### src/rtl/fetch_unit.sv
// Instruction-fetch stage: owns the PC, drives the instruction-memory address and
// registers the returned instruction into IF/ID with its PC, valid bit and fetch count.
module fetch_unit #(
  parameter int unsigned       ADDR_W   = 8,
  parameter int unsigned       INST_W   = 32,
  parameter logic [ADDR_W-1:0] RESET_PC = '0,
  parameter int unsigned       CNT_W    = 16
) (
  input  logic              clk,
  input  logic              rst,
  input  logic              stall,
  input  logic              redirect,
  input  logic [ADDR_W-1:0] redirect_pc,
  input  logic              halt_req,
  input  logic [INST_W-1:0] inst,
  output logic [ADDR_W-1:0] addr,
  output logic [INST_W-1:0] ifid_inst,
  output logic [ADDR_W-1:0] ifid_pc,
  output logic              ifid_valid,
  output logic              halted,
  output logic [CNT_W-1:0]  fetch_count
);

  typedef enum logic [1:0] {StBoot, StRun, StHalted} state_e;

  state_e              state_q, state_d;
  logic [ADDR_W-1:0]   pc_q, pc_d;
  logic [INST_W-1:0]   inst_q, inst_d;
  logic [ADDR_W-1:0]   ipc_q, ipc_d;
  logic                valid_q, valid_d;
  logic [CNT_W-1:0]    cnt_q, cnt_d;

  always_comb begin
    state_d = state_q;
    pc_d    = pc_q;
    inst_d  = inst_q;
    ipc_d   = ipc_q;
    valid_d = valid_q;
    cnt_d   = cnt_q;
    case (state_q)
      // Memory data for the current PC is not settled yet, so nothing is captured.
      StBoot: begin
        valid_d = 1'b0;
        if (redirect) begin
          pc_d    = redirect_pc;
          state_d = StRun;
        end else if (halt_req) begin
          state_d = StHalted;
        end else begin
          state_d = StRun;
        end
      end
      StRun: begin
        if (redirect) begin
          pc_d    = redirect_pc;
          valid_d = 1'b0;
        end else if (halt_req) begin
          valid_d = 1'b0;
          state_d = StHalted;
        end else if (!stall) begin
          inst_d  = inst;
          ipc_d   = pc_q;
          valid_d = 1'b1;
          pc_d    = pc_q + ADDR_W'(1);
          if (cnt_q != '1) cnt_d = cnt_q + CNT_W'(1);
        end
      end
      StHalted: begin
        valid_d = 1'b0;
        if (redirect) begin
          pc_d    = redirect_pc;
          state_d = StBoot;
        end
      end
      default: begin
        state_d = StBoot;
        valid_d = 1'b0;
      end
    endcase
  end

  always_ff @(posedge clk or posedge rst) begin
    if (rst) begin
      state_q <= StBoot;
      pc_q    <= RESET_PC;
      inst_q  <= '0;
      ipc_q   <= '0;
      valid_q <= 1'b0;
      cnt_q   <= '0;
    end else begin
      state_q <= state_d;
      pc_q    <= pc_d;
      inst_q  <= inst_d;
      ipc_q   <= ipc_d;
      valid_q <= valid_d;
      cnt_q   <= cnt_d;
    end
  end

  assign addr        = pc_q;
  assign ifid_inst   = inst_q;
  assign ifid_pc     = ipc_q;
  assign ifid_valid  = valid_q;
  assign halted      = (state_q == StHalted);
  assign fetch_count = cnt_q;

endmodule

### config.mk
export PLATFORM = sky130hd
export DESIGN_NAME = fetch_unit
export DESIGN_NICKNAME = d
export VERILOG_FILES = /design/src/rtl/fetch_unit.sv
export SDC_FILE = /design/constraint.sdc
export NUM_CORES = 1
export LEC_CHECK = 0
export ABC_AREA = 1
export BUFFER_PORTS_ARGS = -buffer_cell sky130_fd_sc_hd__buf_2
export CORE_ASPECT_RATIO = 0.75
export CORE_MARGIN = 2
export CORE_UTILIZATION = 35
export DETAILED_ROUTE_END_ITERATION = 7
export HOLD_SLACK_MARGIN = 0.06
export PLACE_DENSITY = 0.61
export SETUP_SLACK_MARGIN = 0.5
export SYNTH_ARGS = -nofsm -noshare
export SYNTH_HDL_FRONTEND = slang
export SYNTH_SLANG_ARGS = --single-unit
### constraint.sdc
create_clock -name clk -period 2.1 [get_ports clk]
set_input_delay 0.42 -clock clk [delete_from_list [all_inputs] [get_ports clk]]
set_output_delay 0.42 -clock clk [all_outputs]
set_load 0.05 [all_outputs]
### After elaboration in Yosys (flattened, before gate mapping)

Cells that the tools add are included.

* add/subtract/negate cells: 2
* $mul: 0
* div/mod/pow operators: 0
* order comparisons: 0
* equality and inequality tests: 10
* shifts and indexed selects: 0
* muxes and demuxes: 15
* bitwise logic cells: 3
* reduce and logical (&&, ||, !) cells: 7

Operators with widths (count)
* $mux W8: 4
* $add A16 B1 Y16 const B: 1
* $ne A16 B16 Y1 const B: 1
* $pmux W8 S2: 1
* $mux W2: 5
* $add A8 B1 Y8 const B: 1
* $reduce_and A4 Y1: 2
* $ne A2 B2 Y1 const B: 3
* $ne A3 B3 Y1 const B: 2
* $pmux W2 S3: 1
* $reduce_and A5 Y1: 1
* $mux W1: 4
* $ne A4 B4 Y1 const B: 1
* $not A1 Y1: 3
* $reduce_and A3 Y1: 1
* $eq A2 B1 Y1 const B: 1
* $eq A2 B2 Y1 const B: 1
* $logic_not A2 Y1: 1
* $ne A2 B1 Y1 const B: 1
* $reduce_bool A2 Y1: 1
* $reduce_or A2 Y1: 1

* flip-flop bits (word level): 67
* latch bits: 0
* bits in writable memories: 0
* ROM bits: 0
* input port bits: 45
* output and inout bits: 66
* memories kept: 0

### Depth between registers and ports, before layout

* word-level depth: 5
* mapped depth: 9
* mapped depth without buffers: 8

### Least setup slack after synthesis

Ideal clock, no wire load.

* path kind: register to register
* from: reg cnt_q[1] (netlist: fetch_count[1])
* to: reg cnt_q[2] (netlist: fetch_count[2])
* data arrival time: 1698 ps
* setup slack: 284 ps
* stages on the path, launching flop included: 10
* path through: dfrtp_1 > ha_1 > nand3_2 > inv_2 > nand3_4 > nor2_2 > nor2_4 > buf_6 > nand2_1 > nand2_1

* longest elaborated chain between the ends: 2

RTL lines
* start, declared: line 31 `logic [CNT_W-1:0] cnt_q, cnt_d;`
* start signal, assigned: line 96 `cnt_q <= cnt_d;`
* parallel branches: the longest is 2 deep, another holds $add A16 B1 Y16

Several ways; the timed one is not identified.
A chain may end at the register's enable or synchronous reset.

### Final worst setup path

* from: reg cnt_q[14] (netlist: fetch_count[14])
* to: out fetch_count[14]

RTL lines
* end, declared: line 21 `output logic [CNT_W-1:0] fetch_count`

No word-level cell between the ends.

==> metrics <==
status=complete, no violations; number of antenna diodes=0; Vias=2867; Clk pin slew, worst setup/hold paths=0.06 ns; Int Pwr=2800 uW; CTS buffer count=9; number of nets in the finished design=567; final setup vio count=0; placed insts=617; Pwr Density=1160 nW/um^2; Routed Antenna Nets=0; port bufs=110; most frequent cells after synthesis=nand2_1, dfrtp_1, nor2_1; switching share of total power=0.431; Setup TNS Final=0 ns; Post-Place Setup Slack=0.300 ns; top post-synthesis cells by area=dfrtp_1, nand2_1, nor2_1; area leader, netlist=dfrtp_1; vias per inst=4.50; # Max-Cap Violations=0; final hold viol count=0; ys flop type=dfrtp_1; crit-path cells=buf_2; power share of the sequential group=0.357; CTS tree=done; Mapped Nets=449; worst-margin pin slew=0.710 ns; Worst path top cell family by delay=flip-flops; Die Area=9870 um^2; PnR worst setup slack=0.587 ns; gpl congestion=0.803; fmax=661 MHz; Crit Path Class=reg -> out; initial antenna violation count=0; number of global-route vias before repair=2588; total gr overflow=0; Area after DPL=3880 um^2; most frequent cell after synthesis=nand2_1; Final Critical Period=1.51 ns; worst-path maximum fanout=6; first-pass detailed-route iteration total=4; Arr. time, crit path=1.09 ns; DPL Wire Length=5.45 mm; Synth Cell Area=3180 um^2; Max VDD drop=0.581 mV; Leak=0.00231 uW; CTS Buffer Depth=2; Die Ht=86.5 um; gr usage total=0.163; Slew Limit Fails=0; WL final=8.06 mm; Initial DRC Count=164; Hold WS=0.198 ns; Rel. slew slack=0.526; die width=114 um; Residual DRC=0; skew final=0.00836 ns; delay of the slowest critical-path stage=0.46 ns; combinational share of power=0.357; Synth async-reset ratio=1.00; Cells after Synth=402; slowest stage cell, crit path=dfrtp_1; Clk pwr share=0.285; layout cells sized above 1=0.312; Sink Count=67; WL per Instance=12.7 um; clk_lat worst skew=0.33 ns; crit share post-route=0.721; Layout fillers=908; crit path buf inv count=1; first-pass GRT wire length=12.5 mm; post-synthesis area per instance=7.91 um^2; Startpoint Class=register; Initial Util=0.356; Sw Pwr=2120 uW; Max H-tree Level=3; CP Capture Type=output pin; row count=30; Worst Hold Class=in -> async; largest net degree at the start of global routing=38; number of synthesized flops with an enable pin=0; Critical Path RT=1.68 ns; post-synthesis cell type count=27; core area=8930 um^2; non-filler cells, final=637; boundary pin count=111; Area growth syn-to-layout=34.0%; register area share after synthesis=0.528; top cell type's share of synthesized area=0.528; RSZ-0062 raised after global routing=yes; YS warnings=0; synthesized flop and latch total=67; Final Cell Area=4260 um^2; Root Driver=clkbuf_16
-- layout by cell type, fill, tap and decap left out --
master	Yosys	layout
xor2_1	5	5
o21ai_1	6	6
nor2_4	3	4
nor2_2	2	1
nor2_1	32	32
o21ai_0	7	7
xnor2_1	5	5
or2_2	1	1
clkinvlp_4	0	2
clkbuf_16	0	10
nand2_1	205	205
a21oi_1	5	5
nand3b_1	1	1
dfrtp_2	0	13
nand2_2	1	1
ha_4	0	1
clkinv_2	0	3
buf_2	4	109
inv_1	22	21
ha_1	2	1
buf_4	5	3
nand4_1	6	6
inv_2	3	2
nand3_4	1	1
inv_4	0	1
nand3_1	11	11
clkinv_4	0	1
buf_6	3	1
inv_6	0	1
clkbuf_8	0	1
buf_12	0	5
o31ai_1	1	1
nor3_1	1	1
o21ai_4	1	2
dfrtp_1	67	54
nand3_2	1	1
-- layout make-up --
class	instances	area (um^2)	share of cell area
Clock inverter	6	40.0	0.00940
Tap cell	112	140	0.0329
Inverter	25	100	0.0235
Multi-Input combinational cell	298	1340	0.315
Clock buffer	10	239	0.0561
Timing Repair Buffer	119	704	0.165
Sequential cell	67	1690	0.398
-- cells by family after synthesis --
| family | Yosys count | share of synthesized area |
|---|---|---|
| AO/OA/AOI/OAI | 21 | 0.0386 |
| flip-flops | 67 | 0.528 |
| XOR/XNOR | 10 | 0.0276 |
| buffers and inverters | 37 | 0.0583 |
| adder cells (fa/ha/maj) | 2 | 0.00787 |
| AND/OR/NAND/NOR | 265 | 0.340 |
-- worst register-to-register path, cell delays in order, from the launching register on --
cell and delay, ns:
dfrtp_2 0.42, ha_4 0.17, nand3_2 0.13, inv_2 0.11
nand3_4 0.09, nor2_2 0.14, nor2_4 0.06, buf_12 0.15
nand2_1 0.06, nand2_1 0.04
-- what timing repair did --
action | 4_1_cts | 5_1_grt
cloned | 0 | 1
buffers inserted | 0 | 3
setup endpoints to repair | 15 | 45
hold buffers | 0 | 0
pin swaps | 0 | 3
resized for setup | 1 | 8
-- layer usage --
metal | GRT usage | up-vias | part of all wire
met4 | 0.0643 | 0 | 0.0065
met2 | 0.232 | 72 | 0.42
li1 | - | 1483 | -
met5 | 0 | - | 0
met1 | 0.233 | 1308 | 0.52
met3 | 0.0490 | 4 | 0.047
-- sequential cells by signal, summed over array words and instances, names as in the netlist --
| register | flops |
|---|---|
| addr | 8 |
| fetch_count | 16 |
| state_q | 2 |
| ifid_inst | 32 |
| ifid_pc | 8 |
| ifid_valid | 1 |
-- metrics by stage --
stage	utilization	total power (uW)
after global placement	0.434	3520
after CTS	0.466	4970
after floorplan	-	3090
final	0.477	4920
after detailed placement	0.434	3540
after global routing	0.477	5190
-- path summary, 6_finish.rpt --
| path | depth (start not counted) | startpoint | endpoint | slack (ns) |
|---|---|---|---|---|
| max in group asynchronous | 3 | rst | ifid_inst[15] | 1.36 |
| worst min register to register | 2 | ifid_inst[28] | ifid_inst[28] | 0.46 |
| worst max-delay path | 1 | fetch_count[14] | fetch_count[14] | 0.59 |
| min in group clk | 3 | inst[14] | ifid_inst[14] | 0.29 |
| worst max register to register | 9 | fetch_count[0] | fetch_count[14] | 0.61 |
| worst min-delay path | 2 | rst | fetch_count[6] | 0.20 |
-- power by group through the flow --
stage	Combinational [uW]	Clock [uW]	Sequential (uW)
floorplan	375	0	2710
global placement	1740	0	1780
detailed placement	1760	0	1780
CTS	1760	1450	1760
global route	1880	1510	1800
finish	1760	1400	1760
Power figures use the tool's default switching activity.
